### src/rtl/modbus_pkg.sv
// modbus_pkg: shared CRC constants, transmit state encoding and baud-derived timing helpers
package modbus_pkg;
    localparam logic [15:0] CRC_POLY = 16'hA001;
    localparam logic [15:0] CRC_INIT = 16'hFFFF;

    typedef enum logic [2:0] {IDLE, LEAD, ISSUE, WAIT, TAIL, GAP} tx_state_t;

    function automatic int char_cyc(input int clk_freq, input int baud_rate);
        return int'((longint'(clk_freq) * 10) / longint'(baud_rate));
    endfunction

    function automatic int t35_cyc(input int clk_freq, input int baud_rate);
        return int'((longint'(clk_freq) * 35) / longint'(baud_rate));
    endfunction
endpackage

### src/rtl/modbus_crc16.sv
// modbus_crc16: bit-serial Modbus CRC-16, one byte absorbed over 8 clocks
module modbus_crc16
    import modbus_pkg::*;
(
    input  logic        clk_in,
    input  logic        rst_n_in,
    input  logic        init,
    input  logic        load,
    input  logic [7:0]  din,
    output logic [15:0] crc,
    output logic        ready
);
    logic [7:0] sh;
    logic [3:0] cnt;
    logic       fb;

    assign fb    = crc[0] ^ sh[0];
    assign ready = cnt == 4'd0;

    always_ff @(posedge clk_in) begin
        if (!rst_n_in) begin
            crc <= CRC_INIT;
            sh  <= 8'h00;
            cnt <= 4'd0;
        end else if (init) begin
            crc <= CRC_INIT;
            cnt <= 4'd0;
        end else if (load) begin
            sh  <= din;
            cnt <= 4'd8;
        end else if (!ready) begin
            crc <= {1'b0, crc[15:1]} ^ (fb ? CRC_POLY : 16'h0000);
            sh  <= sh >> 1;
            cnt <= cnt - 4'd1;
        end
    end
endmodule

### src/rtl/modbus_frame_tx_seq.sv
// modbus_frame_tx_seq: Modbus RTU response sequencer feeding a byte UART with CRC, RS-485 enable and 3.5-char gap
module modbus_frame_tx_seq
    import modbus_pkg::*;
#(
    parameter int CLK_FREQ  = 50000000,
    parameter int BAUD_RATE = 115200,
    parameter int MAX_LEN   = 32,
    parameter int OE_LEAD   = 16,
    parameter int OE_TAIL   = 16
) (
    input  logic                         clk_in,
    input  logic                         rst_n_in,
    input  logic                         buf_we,
    input  logic [$clog2(MAX_LEN)-1:0]   buf_addr,
    input  logic [7:0]                   buf_wdata,
    input  logic [$clog2(MAX_LEN+1)-1:0] frame_len,
    input  logic                         start,
    output logic                         busy,
    output logic                         done,
    output logic                         err,
    output logic                         tx_start,
    output logic [7:0]                   tx_data,
    input  logic                         tx_done,
    output logic                         rs485_oe
);
    localparam int AW = $clog2(MAX_LEN);
    localparam int LW = $clog2(MAX_LEN + 1);
    localparam int IW = $clog2(MAX_LEN + 2);
    localparam logic [31:0] LEAD_CYC = 32'(OE_LEAD);
    localparam logic [31:0] TAIL_CYC = 32'(OE_TAIL);
    localparam logic [31:0] T35_CYC  = 32'(t35_cyc(CLK_FREQ, BAUD_RATE));
    localparam logic [31:0] TMO_CYC  = 32'(2 * char_cyc(CLK_FREQ, BAUD_RATE));

    tx_state_t     state;
    logic [7:0]    mem [MAX_LEN];
    logic [IW-1:0] idx, len, nidx;
    logic [31:0]   cnt;
    logic [7:0]    nbyte;
    logic [15:0]   crc;
    logic          len_ok, to_issue, crc_init, crc_load, crc_ready;

    assign len_ok   = frame_len != '0 && frame_len <= LW'(MAX_LEN);
    assign to_issue = (state == LEAD && cnt == LEAD_CYC - 32'd1) ||
                      (state == WAIT && tx_done && idx != len + IW'(1));
    // nidx/nbyte describe the byte about to be issued, so tx_data is registered with tx_start
    assign nidx     = state == LEAD ? '0 : idx + IW'(1);
    assign nbyte    = nidx < len ? mem[nidx[AW-1:0]] : nidx == len ? crc[7:0] : crc[15:8];
    assign crc_init = state == IDLE && start && len_ok;
    assign crc_load = to_issue && nidx < len && crc_ready;

    modbus_crc16 u_crc (
        .clk_in   (clk_in),
        .rst_n_in (rst_n_in),
        .init     (crc_init),
        .load     (crc_load),
        .din      (nbyte),
        .crc      (crc),
        .ready    (crc_ready)
    );

    always_ff @(posedge clk_in) begin
        if (buf_we && state == IDLE) mem[buf_addr] <= buf_wdata;
    end

    always_ff @(posedge clk_in) begin
        if (!rst_n_in) begin
            state    <= IDLE;
            busy     <= 1'b0;
            done     <= 1'b0;
            err      <= 1'b0;
            tx_start <= 1'b0;
            tx_data  <= 8'h00;
            rs485_oe <= 1'b0;
            cnt      <= '0;
            idx      <= '0;
            len      <= '0;
        end else begin
            done     <= 1'b0;
            err      <= 1'b0;
            tx_start <= 1'b0;
            if (to_issue) begin
                state    <= ISSUE;
                idx      <= nidx;
                tx_data  <= nbyte;
                tx_start <= 1'b1;
                cnt      <= '0;
            end else begin
                case (state)
                    IDLE: begin
                        if (start && len_ok) begin
                            len      <= IW'(frame_len);
                            busy     <= 1'b1;
                            rs485_oe <= 1'b1;
                            cnt      <= '0;
                            state    <= LEAD;
                        end else if (start) begin
                            err <= 1'b1;
                        end
                    end
                    LEAD:  cnt <= cnt + 32'd1;
                    ISSUE: state <= WAIT;
                    WAIT: begin
                        if (tx_done) begin
                            cnt   <= '0;
                            state <= TAIL;
                        end else if (cnt == TMO_CYC - 32'd1) begin
                            err      <= 1'b1;
                            rs485_oe <= 1'b0;
                            cnt      <= '0;
                            state    <= GAP;
                        end else begin
                            cnt <= cnt + 32'd1;
                        end
                    end
                    TAIL: begin
                        if (cnt == TAIL_CYC - 32'd1) begin
                            rs485_oe <= 1'b0;
                            done     <= 1'b1;
                            cnt      <= '0;
                            state    <= GAP;
                        end else begin
                            cnt <= cnt + 32'd1;
                        end
                    end
                    GAP: begin
                        if (cnt == T35_CYC - 32'd1) begin
                            busy  <= 1'b0;
                            cnt   <= '0;
                            state <= IDLE;
                        end else begin
                            cnt <= cnt + 32'd1;
                        end
                    end
                    default: state <= IDLE;
                endcase
            end
        end
    end
endmodule

### config.mk
export PLATFORM = sky130hd
export DESIGN_NAME = modbus_frame_tx_seq
export DESIGN_NICKNAME = d
export VERILOG_FILES = /design/src/rtl/modbus_pkg.sv /design/src/rtl/modbus_crc16.sv /design/src/rtl/modbus_frame_tx_seq.sv
export SDC_FILE = /design/constraint.sdc
export NUM_CORES = 1
export LEC_CHECK = 0
export CAP_MARGIN = 20
export CORE_UTILIZATION = 30
export DETAILED_ROUTE_END_ITERATION = 16
export SLEW_MARGIN = 20
export SYNTH_ARGS = -nofsm -noshare
export SYNTH_HDL_FRONTEND = slang
export SYNTH_SLANG_ARGS = --single-unit
export TNS_END_PERCENT = 50
### constraint.sdc
create_clock -name clk_in -period 3.8 [get_ports clk_in]
set_input_delay 0.38 -clock clk_in [delete_from_list [all_inputs] [get_ports clk_in]]
set_output_delay 0.38 -clock clk_in [all_outputs]
set_load 0.05 [all_outputs]
# Word-level counts from Yosys, hierarchy flattened
# Memory sizes are Yosys's and may differ from the RTL's.
# Index checks and enable logic that the tools add are counted.
# totals
ff_bits	88
ramBits	256
inputBits	24
out_inout_bits	13
mem_count	1
# memory_table
name	depth	width	read_ports	rd_ports_with_merged_regs	write_ports	line_no	rtl
mem	32	8	1	0	1	modbus_frame_tx_seq.sv:35	logic [7:0] mem [MAX_LEN];
# op_classes
addsub	4
order_cmp	2
eq_ne	22
muxes	37
bitwise_logic	9
n_reduce_logical	29
# ops
cell	n
32-bit two-way mux	5
32-bit one-hot mux with 5 select lines	1
32-bit by 14-bit == test with 1-bit output, second input constant	2
32-bit by 1-bit adder with 32-bit output, second input constant	1
32-bit by 4-bit == test with 1-bit output, second input constant	1
8-bit two-way mux	4
3-bit one-hot mux with 6 select lines	1
16-bit two-way mux	1
15-bit by 16-bit XOR with 16-bit output	1
3-bit two-way mux	5
1-bit two-way mux	13
6-bit by 1-bit adder with 6-bit output, second input constant	2
1-bit logical AND	10
2-bit != test, second input constant	5
5-bit AND reduction	2
4-bit two-way mux	2
1-bit NOT	7
3-bit by 2-bit == test with 1-bit output, second input constant	2
3-bit == test, second input constant	2
6-bit == test	1
6-bit less-or-equal comparator, second input constant	1
6-bit < comparator	1
6-bit two-way mux	1
3-bit by 2-bit != test with 1-bit output, second input constant	2
other kinds (23)	30

# Logic depth before layout (Yosys ltp)
# Gate-level depths: netlist of the first run.
# logic_depth
ltp_word	8
depth_mapped	14
mapped_depth_nobuf	12

# Cells and area by module
# From an unflattened synthesis of the first run, not the netlist that was laid out.
# unflattened
hier_cells	1264
hier_area_um2	15337.2
# by_module_without_submodules
module	n_inst	cells_each	area_per_inst_um2	seq_area_each_um2
modbus_frame_tx_seq	1	1123	14053.5	8888.5
modbus_crc16	1	141	1283.7	560.5

# Worst setup path after synthesis of the first run
# Ideal clock, no wire load.
# synth_path
kind	register to register
start	register idx[0]
end	register u_crc.sh[6]
setup_ps	126
arrival_time_ps	3249
required_time_ps	3674
path_slack_ps	425
stages_incl_launch_ff	14
n_path_buf	2
synth_period_minus_slack_ps	3375
cell_sequence	dfxtp_1 -> ha_1 -> xor2_1 -> nand2_1 -> inv_1 -> buf_2 -> buf_1 -> ha_1 -> nand4_1 -> nor2_1 -> a211o_1 -> o311ai_0 -> a2bb2oi_1 -> o21ai_0
# synth_between
elab_chain_len	7
word_cells_on_any_way	15
cone_classes	add/sub (1); order compare (1); eq/ne (3); mux (4); reduce/logical (5); memory (1)
# synth_rtl
item	line_no	rtl
start: declaration	modbus_frame_tx_seq.sv:36	logic [IW-1:0] idx, len, nidx;
start signal: assignment	modbus_frame_tx_seq.sv:83	idx <= nidx;
6-bit by 1-bit adder with 6-bit output (*)	modbus_frame_tx_seq.sv:46	assign nidx = state == LEAD ? '0 : idx + IW'(1);
6-bit two-way mux (*)	modbus_frame_tx_seq.sv:46	
named net nidx[2]	modbus_frame_tx_seq.sv:36	
6-bit < comparator	modbus_frame_tx_seq.sv:47, modbus_frame_tx_seq.sv:49	
1-bit logical AND (2 in series)	modbus_frame_tx_seq.sv:49	assign crc_load = to_issue && nidx < len && crc_ready;
2-bit != test (no source line)	--	
2-bit AND reduction (no source line)	--	
end signal: assignment	modbus_crc16.sv:29	sh <= din;
end signal: assignment	modbus_crc16.sv:33	sh <= sh >> 1;
end: declaration	modbus_crc16.sv:13	logic [7:0] sh;
# Mark *: on every way through the listed nets, which the timed path passes. The rest lies on a longest branch.
# A chain may end at the register's enable or synchronous reset.

# Worst setup path in the final report of the first run
# layout_path
start	register idx[1]
end	register u_crc.sh[6]
# Same word-level chain as after synthesis.

==> run summary, run 1 <==
The synthesized design contains 256 enable-type register cells. In this run, the number of DRC markers left after iteration 0 of detailed routing was 945. The congestion estimate from routability-driven global placement came to 0.813. Startpoint-to-endpoint class of the critical path: reg2reg. Global routing finished with a remaining overflow of 0. Synthesis produced a netlist with a net count of 1271. For this run, the detailed router's first-pass iteration total came to 7. In this run the cell area of the synthesized design comes to 15000 um^2. Headroom to the max-slew limit came out at 36.2%.

The tools report the via count of the first global-routing pass as 10100. Counting the buffers created by CTS gives 37. The initial utilization of the core area, before any placement, comes to 30.5%. At the pin with the least slew margin, the transition time is 0.953 ns. Of all flip-flops after synthesis, the portion carrying an async set or reset was 0%. Setup violations remaining at the end of the flow were counted as 0. The clock net sink count came out at 344. For flop-to-flop paths, the worst setup slack is 0.43 ns.

Post-CTS repair changed the size of 0 cells. TritonCTS built the clock tree. The depth of the CTS H-tree is 2, and the count of vias placed by the detailed router is 10400. The number of stages on the worst hold path is 1, and the wire length of the first global-routing pass is 59600 um. The run gives 0 as the number of hold violations in the final report. The tools report the sequential cell area in the final layout as 9450 um^2. After legalization and detailed placement, the total HPWL measured 24300 um. Destination of the worst register-to-register timing path: u_crc.sh[6]. The tools report the clock tree buffer depth as 3. The latest clock arrival within the worst-skew pair is 0.54 ns.

STA classifies the critical path endpoint as a flop. After synthesis, the netlist uses 73 different library cells. The critical path launch point type is a flop. Of the synthesized area, sequential elements account for 63.1%. The share of cells above drive strength 1 is 10.7%, and the initial antenna violation count is 0.

Hold repair after CTS inserted 0 buffers. The number of diodes added for antenna fixing was 0; the timing-limited maximum frequency was 297 MHz. Relative to the synthesized area, the layout overhead comes to 15.5%.

Data on the critical path is required at its endpoint by 4.19 ns. The die covers 50800 um^2. The number of rows in the core area came out at 81.

The detailed-route vias per instance was 5.26. The max-slew violation total from the final report came out at 0. Dividing the detail-routed wire length by the instance count gives 19.6 um.

In this run the critical register-to-register path is launched from idx[1]. Average size of a mapped cell: 12.1 um^2. The peak supply drop is 0.258 mV, and the gate count of the mapped netlist is 1235. After the last flow step, the layout net total stands at 1315. Buffers added to address setup during post-CTS repair amount to 0. Once detail routing completed, the nets flagged for antenna violations numbered 0. The number of placed instances, taps included, is 1904.

The area of the core was 49200 um^2; the height of the die was 225 um. The die outline width is 225 um, and the total negative slack is 0 ns. The run finished with clean final reports. The most frequently used flop master after synthesis is edfxtp_1. The worst register-to-register path has a depth of 12. The logs give 0 for the warning count from the yosys run and 0 for the count of max-cap constraint violations. Entering global routing, the biggest net connects 78 pins. The routed design could run at a clock period as short as 3.37 ns.

In this run the clock root is driven by a clkbuf_16. 37 I/O pins were placed. The endpoint arrival time on the critical path came out at 3.76 ns.

Number of I/O port buffers: 36. After detailed routing, the total wire length is 38600 um. Power density relative to cell area: 488 nW/um^2. Global routing used 15.3% of the available tracks. In this run the static leakage power is 5.65 nW. The register bit total from synthesis works out to 344. The tools report the hold path startpoint as buf_wdata[6]. The clock-pin slew reported for the worst setup and hold paths after clock tree synthesis was 0.06 ns. Class of the tightest hold or removal check: in2reg.

After detailed routing, the number of remaining DRC violations is 0. Dividing the final minimum period by the clock period gives 88.7%. Setup repair after global routing left no endpoint under its margin. After filler insertion, the fill cell instance count of the layout stands at 4801.

The hold path endpoint is mem[25][6]. The multi-input combinational cells in the finished layout cover a total of 5090 um^2. Clock skew on the completed layout was measured at 0.0248 ns. After the flow finishes, the layout carries non-filler instances totaling 1968.

The maximum fanout along the worst path was 14.
cells in the mapped netlist (13+ instances only):
master / n / area (um^2)
edfxtp_1: 256 / 7690
xnor2_1: 18 / 158
nor3_1: 15 / 75.1
o211ai_1: 15 / 113
nor2_1: 109 / 409
o2111ai_1: 14 / 123
nand4_1: 21 / 131
dfxtp_1: 88 / 1760
a31oi_1: 17 / 106
a21oi_1: 40 / 200
a221oi_1: 14 / 123
clkbuf_1: 50 / 188
xor2_1: 21 / 184
and3_1: 20 / 125
mux2i_1: 39 / 390
nand2_1: 101 / 379
nand3_1: 73 / 365
a211oi_1: 16 / 120
o21ai_0: 42 / 210
inv_1: 29 / 109
buf_2: 13 / 65.1
or3_1: 13 / 81.3
mux2_2: 15 / 169
flip-flops by register name (all words and copies together) (netlist names), 3 cells and up:
register	cells
mem	256
tx_data	8
cnt	32
u_crc.cnt	4
idx	6
len	6
u_crc.crc	16
u_crc.sh	8
state	3
cells in the final DEF (no fill, tap or decap), types with 20 or more instances in the layout:
master / n
clkdlybuf4s50_1: 35
inv_1: 28
dfxtp_1: 87
o21ai_0: 42
nand2_1: 101
mux2i_1: 39
and3_1: 20
xor2_1: 21
buf_4: 43
nor2_1: 108
clkbuf_16: 37
nand3_1: 73
edfxtp_1: 256
nand4_1: 21
a21oi_1: 40
worst max-delay path by stage:
stage,startpoint,endpoint,slack [ns],cells past startpoint
after global routing,idx[1],u_crc.sh[6],0.11,12
after detailed placement,idx[1],u_crc.sh[6],0.44,12
after CTS,idx[1],u_crc.sh[6],0.42,12
final,idx[1],u_crc.sh[6],0.43,12
after floorplan,idx[0],u_crc.sh[6],0.42,13
after global placement,idx[1],u_crc.sh[6],0.52,12
logic make-up (layout without fill, tap and decap cells):
logic type	after synthesis	count (layout)	synth area share (%)
and+or+nand+nor	409	409	13.2
DFF	344	344	63.1
AOI/OAI and AO/OA	259	259	12.5
buffers and inverters	110	179	3.04
muxes	62	62	4.93
xor gates and xnor gates	39	39	2.28
adders and majority gates	12	12	1.00
through the flow:
step	power [mW]	worst slack, ns	hold WS [ns]	area (um^2)	utilization, %
4_1_cts	8.52	0.421	0.478	17300	35.2
2_1_floorplan	4.93	0.425	0.438	15000	-
6_report	8.45	0.428	0.425	17300	35.2
3_3_place_gp	5.20	0.518	0.458	16200	33.0
5_1_grt	8.80	0.113	0.425	17300	35.2
3_5_place_dp	5.23	0.441	0.462	16200	33.0
where the power goes:
group	switching, mW	internal (mW)	leakage, nW
Clock	1.45	1.84	0.537
Sequential	0.0999	4.16	3.02
Combinational	0.585	0.315	2.09
Total	2.14	6.31	5.65
worst max-delay path, cell delays in order (launching register included):
cell       delay (ns)
dfxtp_1          0.48
ha_1             0.28
nand3_1          0.11
xor2_1           0.15
or2_2            0.43
clkinv_1         0.11
ha_1             0.24
nand4_1          0.22
nor2_1           0.08
a211o_1          0.28
o311ai_0         0.57
a2bb2oi_1        0.19
o21ai_0          0.10
per-layer routing:
metal | up-vias | part of all wire (%) | track usage (%)
li1 | 4817 | - | -
met1 | 5139 | 45 | 21.0
met2 | 346 | 45 | 23.8
met3 | 59 | 8.3 | 4.25
met4 | 0 | 1.9 | 3.77
met5 | - | 0 | 0
final cells by class:
class                   instances  share of cell area (%)
repair buffers                 81                    4.15
multi-input cells             781                    29.4
inverters                      34                   0.738
flip-flops and latches        344                    54.6
well taps                     664                    4.80
clock buffers                  45                    5.70
clock inverters                19                   0.578
Power figures use the tool's default switching activity.
==> inputs of run 2 (changes only) <==
SYNTH_HIERARCHICAL = 1   (was default)
clock period = 3.7 ns   (was 3.8 ns; I/O delays follow)
==> run summary, run 2 <==
The number of rows in the core area was 82. Class of the tightest hold or removal check: in2reg. The logs give 39 for the clock buffer count from CTS and 1264 for the gate count of the mapped netlist. The run gives 4.15 ns as the worst path required time. The tools report the hold path startpoint as buf_wdata[5]. The run gives 0.24 ns as the reg-to-reg setup timing slack. The die outline width is 228 um. The startpoint-to-endpoint class of the critical path was reg2reg. The ratio of final minimum period to clock period was 93.5%.

Dividing the synthesized area by the synthesized cell count gives 12.1 um^2. When the netlist entered floorplanning its net count stood at 1299. The clock arrives with 0.0244 ns of skew.

The area growth from synthesis to layout is 15.7%. The height of the die is 228 um, and the post-synthesis instance area is 15300 um^2. The top cell type's share of synthesized area was 50.1%; the flip-flop count of the largest register after layout was 256. The number of distinct library cell variants in the gate-level netlist after synthesis was 90.

The register ranked first by flip-flop count was mem. The proportion of total power due to net switching works out to 26.4%. In this run, synthesis inferred 256 flip-flops with an integrated enable. The clock tree buffer depth is 3. TritonCTS built the clock tree. In this run the tightest slew margin relative to its limit is 30.0%. The most frequently used flop master after synthesis was edfxtp_1. Of the synthesized area, sequential elements account for 61.6%. The number of hold violations in the final report was 0; the die footprint was 52000 um^2. In the routed layout, each cell is associated on average with a via count of 5.28. The clock-pin slew reported for the worst setup and hold paths after clock tree synthesis works out to 0.06 ns. The top cell types in the final layout, fill and taps aside, are edfxtp_1, nor2_1, dfxtp_1. At the end of routability-driven placement, the weighted congestion stood at 0.823. Setup violations remaining at the end of the flow were counted as 0. The depth of the most critical reg-to-reg path came out at 13. The transition time at the pin with the least slew margin works out to 1.05 ns. VDD sags by at most 0.301 mV. Counting flops and latches in the post-synthesis netlist gives 344. Cells with a size suffix above 1 make up 11.8% of the layout. The number of I/O port buffers is 36, and the latest clock arrival within the worst-skew pair is 0.54 ns. Share of flip-flops with an asynchronous set or reset: 0%. The all-layer global routing usage was 14.9%; the number of stages on the worst hold path was 1.

The tools report the timing-limited maximum frequency as 289 MHz. The initial antenna violation count was 0; the part of the total power dissipated in combinational logic was 14.4%. edfxtp_1 takes more of the synthesized area than any other cell. Dividing total power by cell area gives a power density of 541 nW/um^2. By area the synthesized netlist is led by edfxtp_1, dfxtp_1, mux2i_1, nor2_1, o21ai_0.

After detailed routing, the number of remaining DRC violations is 0. The boundary pin count was 37. For this design, the sink count on the clock tree is 344. The max-slew violation total from the final report is 0. The most numerous cell in the Yosys netlist was edfxtp_1.

Timing analysis after detailed placement gives a worst setup slack of 0.241 ns. Summed over all nets, the switching power comes to 2.53 mW. Counting instances in the post-synthesis netlist gives the leading cell types as edfxtp_1, nor2_1, dfxtp_1, o21ai_0, nand2_1. The worst setup path is launched from a flop. Once the floorplan was initialized, standard cells occupied 30.5% of the core. The total overflow left after global routing is 0.

The routed length per instance works out to 19.9 um. The largest registers in the layout are mem: 256 flops, cnt: 32 flops, u_crc/crc: 16 flops. The startpoint of the worst-slack reg-to-reg timing path was idx[1].

The routed layout has 10600 vias. 0 antenna diodes ended up in the layout. In this run, post-CTS hold repair placed 0 buffers. The via count of the first global-routing pass was 10200; the share of total power in sequential cells was 45.5%. Category of the worst setup path capture point: a flop. Total negative slack: 0 ns. The flow ran to the end, and the final reports show no timing, DRC or antenna violations. In this run the worst path has a maximum fanout of 30.

At the worst endpoint, the arrival time is 3.91 ns. After legalization and detailed placement, the total HPWL measured 25200 um. The total wirelength of the detailed-routed design came out at 39900 um.

The first global-routing pass estimated 61100 um of wire. The H-tree was split into 2 levels. The tree is rooted in a clkbuf_16. The tools report the leakage power figure as 5.68 nW.

The count of nets left with antenna violations once routing finished came out at 0. Before antenna repair, the detailed router went through 5 iterations. After the first detailed-routing iteration, the DRC count stood at 1190.

The clock network is responsible for 40.1% of the overall power. In this run the critical register-to-register path is captured at u_crc/sh[6]. The net count of the finished layout is 1345. The region available for standard cell placement spans 50300 um^2.

Leaving out fill and tap cells, the most frequent cell in the layout is edfxtp_1. The smallest setup slack after layout came out at 0.242 ns. The tools report the count of max-cap constraint violations as 0.

The internal portion of the total power is 7.07 mW. The smallest clock period supported by the final layout is computed as 3.46 ns. Setup repair after global routing left no endpoint under its margin. The path with the worst hold slack has its endpoint at mem[31][5]. After filler insertion, the fill cell instance count of the layout stands at 4932. The maximum number of pins on one net before global-route repair came out at 94.

Warning count from the yosys run: 6.
run 2: changes by cell type in the layout (fill, tap and decap cells not counted), sizes merged, moves of 13 or more:
cell,previous run,this run
a21oi,40,60
nand3,73,60
a221oi,14,1
o22ai,4,18
nor2,109,123
o21ai,43,67
mux2i,39,61
nand2,101,65
run 2: cells by family (layout without fill, tap and decap cells):
logic type	Yosys count	in the layout	synth area share, %
simple gates	380	380	12.6
flops	344	344	61.6
compound gates	302	302	13.5
buf+inv	107	179	3.57
mux	82	82	5.67
xor+xnor	38	38	2.22
fa+ha+maj	11	11	0.897
run 2: critical path, cell delays in order (launching register included):
cell and delay (ns):
dfxtp_1 0.42, ha_2 0.28, xor2_2 0.22, nand2_4 0.07, inv_2 0.06, buf_4 0.35, o21ai_0 0.17, o221a_1 0.27
a31oi_1 0.37, or4b_1 0.53, nand2_1 0.09, mux2i_1 0.06, or3_1 0.31, a21boi_0 0.15
run 2: metal layers:
metal	GRT usage, %	vias to the layer above	routed length, um
met5	0.643	-	45
met4	3.06	2	621
met3	3.18	55	3030
met2	22.7	364	17700
met1	21.6	5268	18500
li1	-	4923	-
run 2: worst max-delay path by stage:
stage	start	to	cells past startpoint
2_1_floorplan	idx[0]	u_crc/sh[6]	17
3_3_place_gp	state[1]	u_crc/crc[14]	12
3_5_place_dp	state[1]	u_crc/crc[11]	12
4_1_cts	state[1]	u_crc/crc[10]	12
5_1_grt	idx[1]	u_crc/sh[6]	13
6_report	idx[1]	u_crc/sh[6]	13
run 2: final cells by class:
type / count / area [um^2] / share of cell area, %
Multi-Input combinational cell: 813 / 5360 / 30.2
Tap cell: 672 / 841 / 4.74
Inverter: 31 / 123 / 0.691
Sequential cell: 344 / 9450 / 53.3
Clock inverter: 23 / 260 / 1.47
Clock buffer: 44 / 995 / 5.60
Timing Repair Buffer: 81 / 721 / 4.06
run 2: through the flow:
step / cell area (um^2) / hold WS (ns) / util, % / power (mW) / cells
after floorplan: 15300 / 0.455 / - / 5.46 / 1264
after global placement: 16500 / 0.469 / 32.8 / 5.80 / 1940
after detailed placement: 16500 / 0.480 / 32.8 / 5.81 / 1940
after CTS: 17700 / 0.410 / 35.3 / 9.65 / 2007
after global routing: 17700 / 0.432 / 35.3 / 9.95 / 2008
final: 17700 / 0.439 / 35.3 / 9.60 / 2008
run 2: power by group through the flow:
stage	Sequential, mW	Clock [mW]	Combinational, mW
6_report	4.36	3.85	1.39
5_1_grt	4.38	4.06	1.51
4_1_cts	4.36	3.91	1.38
3_5_place_dp	4.44	0	1.37
3_3_place_gp	4.44	0	1.36
2_1_floorplan	4.42	0	1.03
run 2: repair_timing:
| item | CTS | global route |
|---|---|---|
| buffers inserted | 0 | 1 |
| gates resized for setup | 0 | 1 |
| setup endpoints to repair | 0 | 3 |
